$ cat config.mk
export PLATFORM = sky130hd
export DESIGN_NAME = passive_security_fsm
export DESIGN_NICKNAME = d
export VERILOG_FILES = /design/src/rtl/passive_security_fsm.sv
export SDC_FILE = /design/constraint.sdc
export NUM_CORES = 1
export LEC_CHECK = 0
export ABC_AREA = 0
export BUFFER_PORTS_ARGS = -buffer_cell sky130_fd_sc_hd__buf_2
export CAP_MARGIN = 40
export CORE_MARGIN = 2
export CORE_UTILIZATION = 40
export DETAILED_ROUTE_END_ITERATION = 10
export HOLD_SLACK_MARGIN = 0.06
export PLACE_DENSITY = 0.67
export SYNTH_ARGS = -nofsm -noshare
export SYNTH_HDL_FRONTEND = slang
export SYNTH_SLANG_ARGS = --single-unit
$ cat constraint.sdc
create_clock -name clk -period 4.6 [get_ports clk]
set_input_delay 0.46 -clock clk [delete_from_list [all_inputs] [get_ports clk]]
set_output_delay 0.46 -clock clk [all_outputs]
set_load 0.02 [all_outputs]
$ cat src/rtl/passive_security_fsm.sv
// Passive vehicle security controller: auto-arm after ignition off with
// doors closed, entry delay, timed siren and lights-left-on chime.
module passive_security_fsm #(
    parameter int NUM_DOORS   = 4,
    parameter int ARM_DELAY   = 8,
    parameter int ENTRY_DELAY = 4,
    parameter int ALARM_TIME  = 16,
    parameter int CNT_W       = 8
) (
    input  logic                 clk,
    input  logic                 reset,
    input  logic [NUM_DOORS-1:0] door_open,
    input  logic                 ignition_on,
    input  logic                 lights_on,
    input  logic                 disarm,
    output logic [2:0]           state,
    output logic                 arming,
    output logic                 passive_armed,
    output logic                 entry_warning,
    output logic                 siren,
    output logic [NUM_DOORS-1:0] alarm_door,
    output logic                 lights_warning
);

    typedef enum logic [2:0] {
        Disarmed = 3'd0,
        Arming   = 3'd1,
        Armed    = 3'd2,
        Entry    = 3'd3,
        Alarm    = 3'd4
    } stateT;

    localparam logic [CNT_W-1:0] ArmLoad   = CNT_W'(ARM_DELAY - 1);
    localparam logic [CNT_W-1:0] EntryLoad = CNT_W'(ENTRY_DELAY - 1);
    localparam logic [CNT_W-1:0] AlarmLoad = CNT_W'(ALARM_TIME - 1);

    stateT                stateQ;
    stateT                stateD;
    logic [CNT_W-1:0]     count;
    logic [CNT_W-1:0]     countD;
    logic [NUM_DOORS-1:0] doorQ;
    logic [NUM_DOORS-1:0] doorRise;
    logic [NUM_DOORS-1:0] alarmDoorD;

    assign doorRise = door_open & ~doorQ;

    always_comb begin
        stateD     = stateQ;
        countD     = (count != '0) ? count - CNT_W'(1) : count;
        alarmDoorD = alarm_door;
        unique case (stateQ)
            Disarmed: begin
                if (!ignition_on && door_open == '0) begin
                    stateD = Arming;
                    countD = ArmLoad;
                end
            end
            Arming: begin
                if (disarm || ignition_on || (|door_open)) begin
                    stateD = Disarmed;
                end else if (count == '0) begin
                    stateD = Armed;
                end
            end
            Armed: begin
                if (disarm) begin
                    stateD = Disarmed;
                end else if (ignition_on) begin
                    stateD = Alarm;
                    countD = AlarmLoad;
                end else if (|doorRise) begin
                    stateD     = Entry;
                    countD     = EntryLoad;
                    alarmDoorD = doorRise;
                end
            end
            Entry: begin
                if (disarm) begin
                    stateD = Disarmed;
                end else begin
                    // ignition outranks a door event, so only a quiet key accumulates doors
                    if (!ignition_on) begin
                        alarmDoorD = alarm_door | doorRise;
                    end
                    if (ignition_on || count == '0) begin
                        stateD = Alarm;
                        countD = AlarmLoad;
                    end
                end
            end
            Alarm: begin
                if (disarm) begin
                    stateD = Disarmed;
                end else if (count == '0) begin
                    stateD = Armed;
                end
            end
            default: begin
                stateD = Disarmed;
            end
        endcase
        if (stateD == Disarmed) begin
            alarmDoorD = '0;
        end
    end

    always_ff @(posedge clk) begin
        if (reset) begin
            stateQ         <= Disarmed;
            count          <= '0;
            doorQ          <= '0;
            alarm_door     <= '0;
            lights_warning <= 1'b0;
        end else begin
            stateQ         <= stateD;
            count          <= countD;
            doorQ          <= door_open;
            alarm_door     <= alarmDoorD;
            lights_warning <= lights_on & ~ignition_on & (|door_open);
        end
    end

    assign state         = stateQ;
    assign arming        = (stateQ == Arming);
    assign passive_armed = (stateQ == Armed);
    assign entry_warning = (stateQ == Entry);
    assign siren         = (stateQ == Alarm);

endmodule

**Word level (Yosys, flattened, before mapping)**

Index checks and enable logic that the tools add are counted.
W data, S select, Z words.

- Word-level logic and storage cells: 60
- Output and inout bits: 12
- Input port bits: 9
- Register bits: 20

- Mux-type cells: 24
- Equality and inequality tests: 9
- Reductions and logical operators: 15
- Bitwise operators: 6
- Add/sub/neg operators: 1

Operators by type and width:

| cell | count |
|---|---|
| $mux W8 | 7 |
| $mux W3 | 9 |
| $pmux W8 S3 | 1 |
| $mux W4 | 5 |
| $pmux W3 S5 | 1 |
| $logic_not A8 Y1 | 1 |
| $ne A2 B2 Y1 const B | 4 |
| $pmux W4 S2 | 1 |
| $reduce_bool A8 Y1 | 1 |
| $reduce_or A4 Y1 | 2 |
| $sub A8 B1 Y8 const B | 1 |
| $eq A3 B2 Y1 const B | 2 |
| $logic_not A3 Y1 | 2 |
| $reduce_and A6 Y1 | 1 |
| $and A4 B4 Y4 | 1 |
| $logic_not A4 Y1 | 1 |
| $not A4 Y4 | 1 |
| $or A4 B4 Y4 | 1 |
| $eq A3 B1 Y1 const B | 1 |
| $eq A3 B3 Y1 const B | 1 |
| $logic_or A1 B1 Y1 | 3 |
| $and A1 B1 Y1 | 2 |
| $ne A2 B1 Y1 const B | 1 |
| $reduce_bool A2 Y1 | 1 |
| 4 further kinds | 4 |

**Depth between registers and ports, before layout**

Gate-level depths: netlist (run 1).

- Word-level depth: 9
- Gate-level depth with buffers: 7
- Depth with buffers taken out: 7

**Worst setup path after synthesis (run 1)**

No wires, ideal clock.

- Kind: reg2reg
- Start: reg stateQ[0], in the netlist state[0]
- End: reg alarm_door[0]
- Clock period less this slack: 1.758 ns
- Stages on the path, launching flop included: 7
- Path slack: 2.842 ns
- Library setup time: 0.070 ns
- Arrival: 1.688 ns
- Path through: dfxtp_1 -> clkbuf_1 -> nor2b_1 -> a31oi_1 -> o32a_2 -> o221a_4 -> a21oi_1

- Cells in the longest elaborated chain, start to end: 6
- Elaborated cells between the ends (all ways): 25

Ends and longest elaborated chain:

| what | line | source |
|---|---|---|
| start: declaration | 37 | `stateT stateQ;` |
| start signal: assignment | 109 | `stateQ <= Disarmed;` |
| start signal: assignment | 115 | `stateQ <= stateD;` |
| $mux W3 | 71 | `end else if (\|doorRise) begin` |
| $mux W3 | 68 | `end else if (ignition_on) begin` |
| $mux W3 | 66 | `if (disarm) begin` |
| $pmux W3 S5 | 51 | `unique case (stateQ)` |
| $logic_not A3 Y1 | 102 | `if (stateD == Disarmed) begin` |
| $reduce_or A2 Y1 (no line) | - |  |
| end signal: assignment | 118 | `alarm_door <= alarmDoorD;` |
| end: declaration | 21 | `output logic [NUM_DOORS-1:0] alarm_door,` |

Several ways; a longest one is shown, not always the timed one.
A chain may end at the register's enable or synchronous reset.

**Final worst setup path (run 1)**

- Start: reg count[3]
- End: reg alarm_door[2]

- Cells in the longest elaborated chain, start to end: 7
- Elaborated cells between the ends (all ways): 10

Ends and longest elaborated chain:

| what | line | source |
|---|---|---|
| start: declaration | 39 | `logic [CNT_W-1:0] count;` |
| start signal: assignment | 116 | `count <= countD;` |
| $logic_not A8 Y1 (*) | 61, 85, 94 |  |
| $logic_or A1 B1 Y1 | 85 | `if (ignition_on \|\| count == '0) begin` |
| $mux W3 | 85 |  |
| $mux W3 | 78 | `if (disarm) begin` |
| $pmux W3 S5 (*) | 51 |  |
| $logic_not A3 Y1 (*) | 102 |  |
| $reduce_or A2 Y1 (no line) (*) | - |  |

Mark *: on every way between the ends. The rest lies on a longest branch, timed or not.

==> results.py, run 1 <==
metrics = {
    "run_status": {
        "outcome": "finished, final reports clean",
    },
    "sta": {
        "setup_tns_ps": 0,
        "finalHoldViolations": 0,
        "relSlewSlack": 0.698,
        "clock.fmax_ghz": 0.509,
        "fin_crit_sh": 0.427,
        "fin_worst_skew_ps": 1.46,
        "tightest_slew_ps": 449,
        "finalSetupViolCount": 0,
        "drv_slew": 0,
        "min_period_ps": 1970,
        "grt_setup_unrepaired": "no",
    },
    "worst_setup_path": {
        "r2r_slack_ps": 2630,
        "crit_required_ps": 4770,
        "critPathLaunchType": "flop",
        "worstSetupPathType": "reg2reg",
        "cp-end-kind": "flop",
        "reg2reg_depth": 5,
        "cp.arrival_ps": 2130,
        "crit_path_max_fanout": 5,
    },
    "synthesis": {
        "postSynthAreaPerCell_um2": 8.41,
        "yosys_warnings": 0,
        "synth-seq-cells": 20,
        "synth_async_sr_flop_share": 0,
        "synth_cell_types": 39,
        "yosysSeqAreaShare": 0.381,
        "synth_nets": 135,
        "synth_edf_count": 0,
        "ys.flop_type": "dfxtp_1",
        "synth_area_um2": 1050,
        "syn_inst": 125,
    },
    "clock_tree": {
        "cts_buffer_depth": 2,
        "ctsResizeCount": 0,
        "h-tree-depth": 1,
        "clk_pin_slew_ps": 110,
        "numCtsBuffers": 3,
        "clkSinkCount": 20,
        "cts-root-buf": "clkbuf_4",
        "clkLatencyLatePin_ps": 290,
        "cts_tree": "built",
        "cts_hold_repair.buffers": 0,
        "postCtsSetupBuffers": 0,
    },
    "global_route": {
        "grt_first_pass_wirelength_mm": 4.10,
        "grt_max_degree": 12,
        "gr-total-overflow": 0,
        "antenna_found_initial": 0,
        "first_global_vias": 889,
        "grt_use_total": 0.164,
    },
    "layout": {
        "drive_above_1_share": 0.233,
        "fin_area_um2": 1210,
        "final_cell_mix": "dfxtp_1 (20), buf_2 (20), nor2_1 (19)",
        "fin_nets": 157,
        "final_util": 0.488,
        "area_growth_pct": 15.1,
        "n_antenna_cell": 0,
        "fillers": 248,
    },
    "hold_path": {
        "min_path_cells": 2,
        "hp-class": "in2reg",
    },
    "placed_design": {
        "dp_hpwl_mm": 1.82,
        "place_area_um2": 1170,
        "port_buffers": 20,
        "gp_congestion": 0.952,
    },
    "floorplanning": {
        "die_y_um": 55.3,
        "die_w_um": 55.3,
        "rows": 18,
        "core_area_um2": 2480,
        "dieArea_um2": 3050,
        "pin_count": 21,
        "initial_utilization": 0.424,
    },
    "routing": {
        "vias": 952,
        "drcViolationCount": 0,
        "postRouteAntennaNets": 0,
        "dr.first_iter.drc_count": 16,
        "wl_per_cell_um": 13.5,
        "viasPerCell": 5.41,
        "wirelength_mm": 2.38,
        "first_pass_iters": 4,
    },
    "power_and_ir_drop": {
        "peakVddDrop_mv": 0.299,
        "p_per_area_nw_per_um2": 471,
        "p_leak_nw": 0.476,
        "finalPower_w": 0.000570,
    },
    "run": {
        "cap_violations": 0,
    },
}
-- registers in the layout (all words and copies together) (netlist names) --
signal          flops
doorQ               4
state               3
alarm_door          4
lights_warning      1
count               8
-- kinds of logic (layout without fill, tap and decap cells) --
kind of cell               after synthesis  count (layout)  share of synthesized area
AOI/OAI and AO/OA                       26              26                      0.180
xor gates and xnor gates                 6               6                     0.0500
adders and majority gates                1               1                     0.0119
buffers and inverters                    9              30                     0.0357
DFF                                     20              20                      0.381
and+or+nand+nor                         63              63                      0.342
-- synthesized netlist by cell type (3+ instances only) --
| library cell | number | area, µm² |
|---|---|---|
| a21oi_1 | 5 | 25.0 |
| dfxtp_1 | 20 | 400 |
| inv_1 | 6 | 22.5 |
| nand2_1 | 5 | 18.8 |
| nand2b_1 | 6 | 37.5 |
| nand3_1 | 3 | 15.0 |
| nor2_1 | 19 | 71.3 |
| nor2b_1 | 11 | 68.8 |
| nor3_1 | 4 | 20.0 |
| nor4_1 | 3 | 18.8 |
| o22ai_1 | 4 | 25.0 |
| xnor2_1 | 5 | 43.8 |
-- where the power goes --
part | leakage, nW | internal, W | switching, W
registers | 0.164 | 0.000209 | 0.0000349
logic | 0.291 | 0.000110 | 0.000117
clock network | 0.0210 | 0.0000481 | 0.0000518
total | 0.476 | 0.000367 | 0.000204
-- worst max-delay path, cell delays in order, from the launching register on --
cell and delay, ps:
dfxtp_1 370, or4_4 580, nor3_2 310, nor3_1 80, o21ai_1 380, a21oi_1 130
-- per-layer routing --
layer / track usage / up-vias / wire [µm]
met5: 0 / - / 0
li1: - / 493 / -
met2: 0.260 / 22 / 1130
met3: 0.0281 / 0 / 110
met4: 0.0418 / 0 / 0
met1: 0.231 / 437 / 1140
-- worst paths after layout --
kind / start / end
worst min register to register: alarm_door[3]$_SDFFE_PP0P_ / alarm_door[3]$_SDFFE_PP0P_
worst max register to register: count[3]$_SDFF_PP0_ / alarm_door[2]$_SDFFE_PP0P_
worst min-delay path: lights_on / lights_warning$_SDFF_PP0_
worst max-delay path: count[3]$_SDFF_PP0_ / alarm_door[2]$_SDFFE_PP0P_
-- per-stage QoR --
stage	setup slack, ps	hold slack [ps]	instances
2_1_floorplan	2840	481	125
3_3_place_gp	2580	496	172
3_5_place_dp	2560	501	172
4_1_cts	2630	419	176
5_1_grt	2500	419	176
6_report	2630	425	176
-- cell type report --
class	instances	area, µm²	share of cell area
Tap cell	30	37.5	0.0310
Inverter	6	22.5	0.0186
Clock buffer	4	36.3	0.0300
Timing Repair Buffer	20	100	0.0827
Sequential cell	20	400	0.331
Multi-Input combinational cell	96	613	0.507
(Power assumes the default switching activity.)
==> run 2: changes to the inputs <==
--- a/config.mk
+++ b/config.mk
@@ -5,7 +5,7 @@
 export SDC_FILE = /design/constraint.sdc
 export NUM_CORES = 1
 export LEC_CHECK = 0
-export ABC_AREA = 0
+export ABC_AREA = 1
 export BUFFER_PORTS_ARGS = -buffer_cell sky130_fd_sc_hd__buf_2
 export CAP_MARGIN = 40
 export CORE_MARGIN = 2
==> constraint.sdc (replaced) <==
create_clock -name clk -period 1.9 [get_ports clk]
set_input_delay 0.19 -clock clk [delete_from_list [all_inputs] [get_ports clk]]
set_output_delay 0.19 -clock clk [all_outputs]
set_load 0.02 [all_outputs]
==> run 2 against run 1 <==
  * Synthesized area up 7.1%
  * First-iteration DRC count fell by 31%
  * Global-route usage decreased by 1.8 points
  * Die area rose by 6.6%
==> results.py, run 2 <==
metrics = {
    "global_route": {
        "antenna_found_initial": 0,
        "grt_use_total": 0.147,
        "gr-usage-met3": 0.0408,
        "grt_use_met1": 0.160,
        "first_global_vias": 966,
        "grt_first_pass_wirelength_mm": 3.77,
        "grt_max_degree": 11,
        "gr-total-overflow": 0,
        "busiest_layer": "met2",
        "grtUsageMet2": 0.274,
    },
    "synthesis": {
        "yosys_warnings": 0,
        "yosysMostFrequentCell": "nand2_1",
        "synth_edf_count": 0,
        "ys.flop_type": "dfxtp_1",
        "synth-seq-cells": 20,
        "synth_async_sr_flop_share": 0,
        "yosysSeqAreaShare": 0.356,
        "synth_cell_types": 22,
        "syn_inst": 159,
        "yosys.area.top_type": "dfxtp_1",
        "synth_top_area_share": 0.356,
        "yosys-top-cells-area": "dfxtp_1 (36%), nand2_1 (10%), inv_1 (7.7%)",
        "postSynthAreaPerCell_um2": 7.08,
        "synthTopCellsByCount": "nand2_1 (31), inv_1 (23), dfxtp_1 (20)",
        "synth_area_um2": 1130,
        "synth_nets": 169,
    },
    "layout": {
        "largest_register_ffs": 8,
        "fin_nets": 194,
        "drive_above_1_share": 0.335,
        "n_antenna_cell": 0,
        "final_cell_mix": "nand2_1 (31), inv_1 (23), dfxtp_1 (20), buf_2 (20), nor2_1 (15)",
        "final_common_cell": "nand2_1",
        "fin_cells": 213,
        "regMostFlops": "count",
        "area_growth_pct": 14.3,
        "top_regs": "count x8, alarm_door x4, doorQ x4",
        "final_util": 0.475,
    },
    "worst_setup_path": {
        "critPathLaunchType": "flop",
        "crit_path_max_fanout": 8,
        "cp-end-kind": "flop",
        "endpoint": "alarm_door[0]$_SDFFE_PP0P_",
        "setup.worst_path.start": "count[0]$_SDFF_PP0_",
        "reg2reg_from": "count[0]$_SDFF_PP0_",
        "cp.arrival_ps": 1860,
        "worstSetupPathType": "reg2reg",
        "reg2reg_depth": 12,
        "r2r-end": "alarm_door[0]$_SDFFE_PP0P_",
        "r2r_slack_ps": 230,
        "crit_required_ps": 2090,
    },
    "placed_design": {
        "dp.cells": 210,
        "gp_congestion": 0.928,
        "dp_hpwl_mm": 1.82,
        "port_buffers": 20,
    },
    "routing": {
        "vias": 986,
        "wl_per_cell_um": 10.0,
        "wirelength_mm": 2.14,
        "first_pass_iters": 4,
        "viasPerCell": 4.63,
        "postRouteAntennaNets": 0,
        "dr.first_iter.drc_count": 11,
        "drcViolationCount": 0,
    },
    "hold_path": {
        "hp-class": "in2reg",
    },
    "run_status": {
        "outcome": "finished, final reports clean",
    },
    "clock_tree": {
        "cts_hold_repair.buffers": 0,
        "postCtsSetupBuffers": 0,
        "clkSinkCount": 20,
        "ctsResizeCount": 0,
        "clkLatencyLatePin_ps": 290,
        "cts-root-buf": "clkbuf_4",
        "cts_buffer_depth": 2,
        "h-tree-depth": 1,
        "cts_tree": "built",
        "numCtsBuffers": 3,
        "clk_pin_slew_ps": 100,
    },
    "floorplanning": {
        "pin_count": 21,
        "rows": 19,
        "dieArea_um2": 3260,
        "core_area_um2": 2710,
        "initial_utilization": 0.416,
        "die_w_um": 57.1,
        "die_y_um": 57.1,
    },
    "sta": {
        "min_period_ps": 1670,
        "finalSetupViolCount": 0,
        "drv_slew": 0,
        "tightest_slew_ps": 322,
        "fin_crit_sh": 0.879,
        "finalHoldViolations": 0,
        "fin_worst_skew_ps": 0.858,
        "relSlewSlack": 0.785,
        "grt_setup_unrepaired": "no",
        "setup_tns_ps": 0,
        "clock.fmax_ghz": 0.599,
    },
    "power_and_ir_drop": {
        "peakVddDrop_mv": 0.647,
        "p_per_area_nw_per_um2": 1060,
        "p_leak_nw": 0.692,
        "finalPower_w": 0.00137,
    },
    "run": {
        "cap_violations": 0,
    },
}
==> run 2: cells by family (layout without fill, tap and decap cells) <==
| family | Yosys count | count (layout) | synth area share |
|---|---|---|---|
| AOI/OAI and AO/OA | 18 | 18 | 0.0956 |
| buffers and inverters | 35 | 58 | 0.117 |
| xor gates and xnor gates | 7 | 7 | 0.0544 |
| DFF | 20 | 20 | 0.356 |
| adders and majority gates | 1 | 1 | 0.0111 |
| and+or+nand+nor | 78 | 78 | 0.367 |
==> run 2: report_power, final <==
part           internal [W]  leakage, nW  switching (W)
logic              0.000240        0.514       0.000367
clock network     0.0000737       0.0138       0.000116
registers          0.000506        0.164      0.0000625
==> run 2: how the worst min path moves through the flow <==
stage	from	end	slack [ps]	depth (start not counted)
finish	door_open[0]	doorQ[0]$_SDFF_PP0_	110	3
global route	door_open[1]	doorQ[1]$_SDFF_PP0_	100	3
CTS	door_open[0]	doorQ[0]$_SDFF_PP0_	100	3
detailed placement	door_open[0]	doorQ[0]$_SDFF_PP0_	430	3
global placement	door_open[0]	doorQ[0]$_SDFF_PP0_	420	3
floorplan	reset	doorQ[0]$_SDFF_PP0_	260	1
==> run 2: area by class of cell <==
class | instances | area [µm²]
Tap cell | 31 | 38.8
Multi-Input combinational cell | 104 | 594
Clock buffer | 3 | 22.5
Fill cell | 289 | 1420
Timing Repair Buffer | 20 | 100
Inverter | 35 | 131
Sequential cell | 20 | 400
==> run 2: critical path, stage by stage (launching register included) <==
cell	delay [ps]
dfxtp_1	360
inv_1	70
ha_1	220
nand2_1	120
nor2_4	60
nand2_4	120
nand2_1	60
nand2_1	90
nand3_1	70
nand2_1	110
nand2_2	70
nor2_4	170
nor2_2	50
==> run 2: metrics by stage <==
stage	setup WS [ps]	hold WS, ps	area [µm²]
after floorplan	409	261	1130
after global routing	97.3	103	1290
after detailed placement	250	425	1260
after global placement	346	418	1260
after CTS	238	105	1290
final	230	112	1290
==> run 2: routing by layer <==
layer,vias to the layer above,part of all wire
met5,-,0
li1,522,-
met2,18,0.52
met1,444,0.44
met4,0,0.0042
met3,2,0.033
